==> src/rtl/tone_detector_multi.sv <==
// tone_detector_multi
// Picks the strongest FFT bin that falls inside one of N_TONES tone windows
// and clears a runtime threshold. The per-frame result is debounced over
// CONFIRM_FRAMES frames, and each change is reported once as an event on a
// valid/ready output.
//
// Ports
//   clk_in          system clock
//   rst_n_in        asynchronous active-low reset
//   fft_valid_in    input beat valid
//   fft_last_in     last bin of the frame
//   fft_data_in     {real, imag}, two's complement, DATA_WIDTH each
//   fft_ready_out   beat accepted when valid & ready (only in ACCUM)
//   threshold_in    minimum magnitude for a detection, sampled per beat
//   tone_ident_out  reported tone code (0 = no tone, k+1 = tone k)
//   tone_mag_out    magnitude of the reported peak
//   valid_out       event valid, held until ready_in
//   ready_in        downstream accepts the event
//
// state  | meaning
// ACCUM  | accepting bins, tracking the best in-window peak
// DECIDE | one cycle: fold the frame result into the debounce
// REPORT | event presented, waiting for ready_in
module tone_detector_multi #(
    parameter int DATA_WIDTH = 16,
    parameter int FFT_SIZE = 64,
    parameter int N_TONES = 4,
    parameter logic [N_TONES*$clog2(FFT_SIZE)-1:0] TONE_BINS = {6'd30, 6'd20, 6'd10, 6'd5},
    parameter int BIN_TOL = 1,
    parameter int CONFIRM_FRAMES = 2
) (
    input  logic                          clk_in,
    input  logic                          rst_n_in,
    input  logic                          fft_valid_in,
    input  logic                          fft_last_in,
    input  logic [2*DATA_WIDTH-1:0]       fft_data_in,
    output logic                          fft_ready_out,
    input  logic [DATA_WIDTH:0]           threshold_in,
    output logic [$clog2(N_TONES+1)-1:0]  tone_ident_out,
    output logic [DATA_WIDTH:0]           tone_mag_out,
    output logic                          valid_out,
    input  logic                          ready_in
);
    localparam int BIN_W  = $clog2(FFT_SIZE);
    localparam int TONE_W = $clog2(N_TONES+1);
    localparam int CNT_W  = $clog2(CONFIRM_FRAMES+1);

    typedef enum logic [1:0] {ST_ACCUM, ST_DECIDE, ST_REPORT} state_t;

    state_t              state, state_nxt;
    logic [BIN_W-1:0]    bin_cnt;
    logic [TONE_W-1:0]   best_tone, cand, cand_nxt, last_rep, hit_code;
    logic [DATA_WIDTH:0] best_mag;
    logic [CNT_W-1:0]    conf_cnt, conf_nxt;
    logic                hit, accept, upd, report_go;

    // Sign-extend by one bit so that negating the most negative value
    // cannot overflow.
    logic signed [DATA_WIDTH:0] re_ext, im_ext;
    logic [DATA_WIDTH:0]        abs_re, abs_im, mag;

    assign re_ext = {fft_data_in[2*DATA_WIDTH-1], fft_data_in[2*DATA_WIDTH-1:DATA_WIDTH]};
    assign im_ext = {fft_data_in[DATA_WIDTH-1], fft_data_in[DATA_WIDTH-1:0]};
    assign abs_re = re_ext[DATA_WIDTH] ? -re_ext : re_ext;
    assign abs_im = im_ext[DATA_WIDTH] ? -im_ext : im_ext;
    assign mag    = abs_re + abs_im;

    // Scanning from the highest index down lets the lowest matching tone
    // win when windows overlap.
    always_comb begin
        hit      = 1'b0;
        hit_code = '0;
        for (int k = N_TONES - 1; k >= 0; k--) begin
            if ((int'(bin_cnt) - int'(TONE_BINS[k*BIN_W +: BIN_W]) <= BIN_TOL) &&
                (int'(TONE_BINS[k*BIN_W +: BIN_W]) - int'(bin_cnt) <= BIN_TOL)) begin
                hit      = 1'b1;
                hit_code = TONE_W'(k + 1);
            end
        end
    end

    assign accept = fft_valid_in & fft_ready_out;
    assign upd    = accept && hit && (mag >= threshold_in) && (mag > best_mag);

    always_ff @(posedge clk_in or negedge rst_n_in) begin
        if (!rst_n_in) state <= ST_ACCUM;
        else           state <= state_nxt;
    end

    always_comb begin
        state_nxt     = state;
        fft_ready_out = 1'b0;
        cand_nxt      = cand;
        conf_nxt      = conf_cnt;
        if (best_tone == cand) begin
            if (conf_cnt != CNT_W'(CONFIRM_FRAMES)) conf_nxt = conf_cnt + 1'b1;
        end else begin
            cand_nxt = best_tone;
            conf_nxt = CNT_W'(1);
        end
        report_go = (conf_nxt == CNT_W'(CONFIRM_FRAMES)) && (cand_nxt != last_rep);
        case (state)
            ST_ACCUM: begin
                fft_ready_out = 1'b1;
                if (fft_valid_in && fft_last_in) state_nxt = ST_DECIDE;
            end
            ST_DECIDE: state_nxt = report_go ? ST_REPORT : ST_ACCUM;
            ST_REPORT: if (ready_in) state_nxt = ST_ACCUM;
            default:   state_nxt = ST_ACCUM;
        endcase
    end

    always_ff @(posedge clk_in or negedge rst_n_in) begin
        if (!rst_n_in) begin
            bin_cnt        <= '0;
            best_tone      <= '0;
            best_mag       <= '0;
            cand           <= '0;
            conf_cnt       <= '0;
            last_rep       <= '0;
            tone_ident_out <= '0;
            tone_mag_out   <= '0;
            valid_out      <= 1'b0;
        end else begin
            case (state)
                ST_ACCUM: begin
                    if (accept) begin
                        if (upd) begin
                            best_tone <= hit_code;
                            best_mag  <= mag;
                        end
                        // FFT_SIZE is a power of two, so the increment wraps
                        // to bin 0 on its own.
                        bin_cnt <= fft_last_in ? '0 : bin_cnt + 1'b1;
                    end
                end
                ST_DECIDE: begin
                    best_tone <= '0;
                    best_mag  <= '0;
                    cand      <= cand_nxt;
                    conf_cnt  <= conf_nxt;
                    if (report_go) begin
                        tone_ident_out <= cand_nxt;
                        tone_mag_out   <= best_mag;
                        valid_out      <= 1'b1;
                    end
                end
                ST_REPORT: begin
                    if (ready_in) begin
                        valid_out <= 1'b0;
                        last_rep  <= cand;
                    end
                end
                default: ;
            endcase
        end
    end

endmodule

==> config.mk <==
export PLATFORM = sky130hd
export DESIGN_NAME = tone_detector_multi
export DESIGN_NICKNAME = d
export VERILOG_FILES = /design/src/rtl/tone_detector_multi.sv
export SDC_FILE = /design/constraint.sdc
export NUM_CORES = 1
export LEC_CHECK = 0
export ABC_CLOCK_PERIOD_IN_PS = 7800
export BUFFER_PORTS_ARGS = -buffer_cell sky130_fd_sc_hd__buf_2
export CORE_UTILIZATION = 25
export DETAILED_ROUTE_END_ITERATION = 12
export HOLD_SLACK_MARGIN = 0.08
export MAX_ROUTING_LAYER = met4
export RECOVER_POWER = 100
export SETUP_SLACK_MARGIN = 0.1
export SYNTH_ARGS = -nofsm -noshare
export SYNTH_HDL_FRONTEND = slang
export SYNTH_SLANG_ARGS = --single-unit
==> constraint.sdc <==
create_clock -name clk_in -period 7.8 [get_ports clk_in]
set_clock_uncertainty 0.2 [all_clocks]
set_input_delay 1.56 -clock clk_in [delete_from_list [all_inputs] [get_ports clk_in]]
set_output_delay 1.56 -clock clk_in [all_outputs]
set_load 0.05 [all_outputs]
==> impl_metrics.yaml <==
pwr:
  ir_worst_vdd_v: 0.0001033
  cellPowerDensity_nw_per_um2: 272.6
  leakage_nw: 2.824
sta:
  period_share: 0.8894
  fin_hold_ws_ns: 0.2743
  clock.fmax_ghz: 0.1442
  maxSlewHeadroom: -1.001
  setup-tns-final_ns: 0
  finalSetupViolCount: 0
  min_period_ns: 6.937
  worst_slew_pin_slew_ns: 3.002
  hold_violations: 0
  rsz0062_at_grt: "false"
  drv_slew: 58
cells_and_area:
  fin_cells: 952
  area_growth_pct: 17.68
  postLayoutCoreUtil: 0.3007
  regArea_um2: 1426
  multiInputGateArea_um2: 3450
  num-nets-final: 800
  final_area_um2: 6105
  drive_gt1_frac: 0.1162
  fillers: 2172
grt:
  grt_most_used_layer: "met2"
  grt_pass1_wl_um: 21010
  grt_use_total: 0.1247
  met3_usage: 0.02375
  grt_pass1_vias: 4347
  grt_antenna_before_repair: 2
  met1_usage: 0.1655
  met2_usage: 0.1900
  grt_max_degree: 58
  globalRoute.totalOverflow: 0
synthesis:
  yosysTopAreaCell: "dfrtp_1"
  dominantRegCellSynth: "dfrtp_1"
  yosys_register_bits: 57
  async_flop_share: 1.000
  synth_common_cells: "nand2_1, ha_1, dfrtp_1"
  synth_nets: 730
  syn-instance-count: 606
  seq_area_frac_synth: 0.2750
  synth_area_um2: 5187
  synth_edf_count: 0
  synth_top_area_frac: 0.2750
  synth_most_common_cell: "nand2_1"
  synth_cell_type_count: 66
  syn_area_per_cell_um2: 8.560
  yosysWarnings: 0
  synthTopCellsByArea: "dfrtp_1, ha_1, xnor2_1, nand2_1, o21ai_0"
place:
  dp_cells: 935
  postPlaceCellArea_um2: 5813
  gp_congestion: 0.8125
  numPortBuffers: 75
  dp_hpwl_um: 10100
drt:
  dr.pass1.iters: 7
  vias_per_cell: 4.665
  routed_wl_um: 12450
  drt_iter0_markers: 238
  route.detailed.drc: 0
  ant_nets: 0
  via_count: 4441
  wire_per_inst_um: 13.08
floorplan:
  die_area_um2: 21330
  io_pins: 76
  core-area_um2: 20300
  initial_core_util: 0.2555
  die_w_um: 146.1
  rows: 52
  die_y_um: 146.1
clock_tree:
  clkSinkCount: 57
  cts-htree-levels: 3
  postCtsSetupBuffers: 0
  cts_buffers: 9
  postCtsHoldBufs: 0
  clk_pin_slew_worst_paths_ns: 0.05
  insertion_delay_ns: 0.32
  cts_resized: 0
  cts_buffer_depth: 2
  cts_root_buf: "clkbuf_16"
  cts_tree: "done"
worst_setup_path:
  rr_worst_depth: 10
  path_class: "input port to flip-flop"
  reg2reg_from: "bin_cnt[2]"
  cp-start-kind: "input port"
  r2r_slack_ns: 4.13
  r2r-end: "best_tone[0]"
  worst_ep_arrival_time_ns: 6.93
  required_ns: 7.79
  path_max_fanout: 18
  end_kind: "flip-flop"
status:
  run_status: "finished, violations left"
  violations: "max-capacitance violations, max-slew violations"
hold_path:
  holdPathEnd: "tone_mag_out[10]"
  hold_start: "tone_mag_out[10]"
  hp-class: "flip-flop to flip-flop"
  holdPathStages: 2
run:
  drv_cap: 1
==> cell families after synthesis <==
family | count (synthesis) | share of synthesized area
compound gates | 165 | 0.2082
xor+xnor | 47 | 0.07935
buf+inv | 71 | 0.06006
simple gates | 170 | 0.1546
fa+ha+maj | 70 | 0.1703
flops | 57 | 0.2750
mux | 26 | 0.05258
==> worst max path at each step <==
stage	startpoint	endpoint	slack, ns	cells after the start
final	fft_data_in[19]	best_tone[0]	0.86	24
after global routing	fft_data_in[3]	best_mag[16]	0.34	24
after CTS	fft_data_in[3]	best_tone[0]	1.01	24
after detailed placement	fft_data_in[3]	best_tone[0]	0.68	24
after global placement	fft_data_in[3]	best_tone[0]	0.89	24
after floorplan	fft_data_in[19]	best_mag[15]	1.51	23
==> critical path, stage by stage <==
cell	delay, ns
buf_2	0.12
nor3_1	0.26
nand2b_1	0.10
nor2_1	0.21
nand2_1	0.11
o31ai_1	0.24
xnor2_1	0.10
ha_1	0.38
a21oi_1	0.27
a21boi_0	0.13
a311oi_1	0.37
o21ai_0	0.26
a21o_1	0.22
a21oi_1	0.18
xnor2_1	0.12
ha_1	0.34
nand4_1	0.16
nor4_1	0.36
a21boi_0	0.23
or4_1	0.15
a41oi_2	0.16
a31oi_2	0.20
buf_4	0.32
mux2_1	0.36
==> layout by cell type (no fill, tap or decap), drive strengths merged, types with 3 or more instances in the layout <==
master,n
nand2,85
ha,69
dfrtp,57
inv,52
o21ai,50
buf,50
xnor2,40
clkbuf,37
a21oi,35
nor2,20
mux2i,16
nand3,13
nand2b,11
a21o,11
o31ai,10
mux2,10
xor2,7
nor3,6
nor2b,6
o22ai,6
a21boi,6
a211oi,5
and3,5
nand4,5
a31oi,5
nor4,3
o41ai,3
or3,3
o21a,3
and4,3
bufinv,3
==> per-layer routing <==
metal  vias up  part of all wire
li1       2314                 -
met1      2041              0.51
met2        73              0.44
met3        13             0.040
met4         0             0.015
met5         -                 0
==> layout make-up <==
| class | instances | share of cell area |
|---|---|---|
| Sequential cell | 57 | 0.2337 |
| Clock inverter | 6 | 0.01763 |
| Tap cell | 270 | 0.05534 |
| Multi-Input combinational cell | 478 | 0.5651 |
| Timing Repair Buffer | 78 | 0.05862 |
| Clock buffer | 9 | 0.03689 |
| Inverter | 52 | 0.03197 |
| Antenna cell | 2 | 0.0008198 |
==> state kept, by name, indices dropped and copies added (netlist names) <==
name,count
best_mag,17
best_tone,3
bin_cnt,6
cand,3
conf_cnt,2
last_rep,3
state,2
tone_ident_out,3
tone_mag_out,17
valid_out,1
==> power breakdown <==
group | switching [mW] | internal [mW] | leakage [nW]
Sequential | 0.0535 | 0.381 | 0.747
Clock | 0.127 | 0.308 | 0.161
Combinational | 0.491 | 0.303 | 1.92
==> through the flow <==
stage	power [mW]	setup slack (ns)
floorplan	1.058	1.512
global placement	1.235	0.8948
detailed placement	1.247	0.6841
CTS	1.690	1.015
global route	1.811	0.3431
finish	1.664	0.8630
No activity file was read; power rests on OpenSTA's default activity.
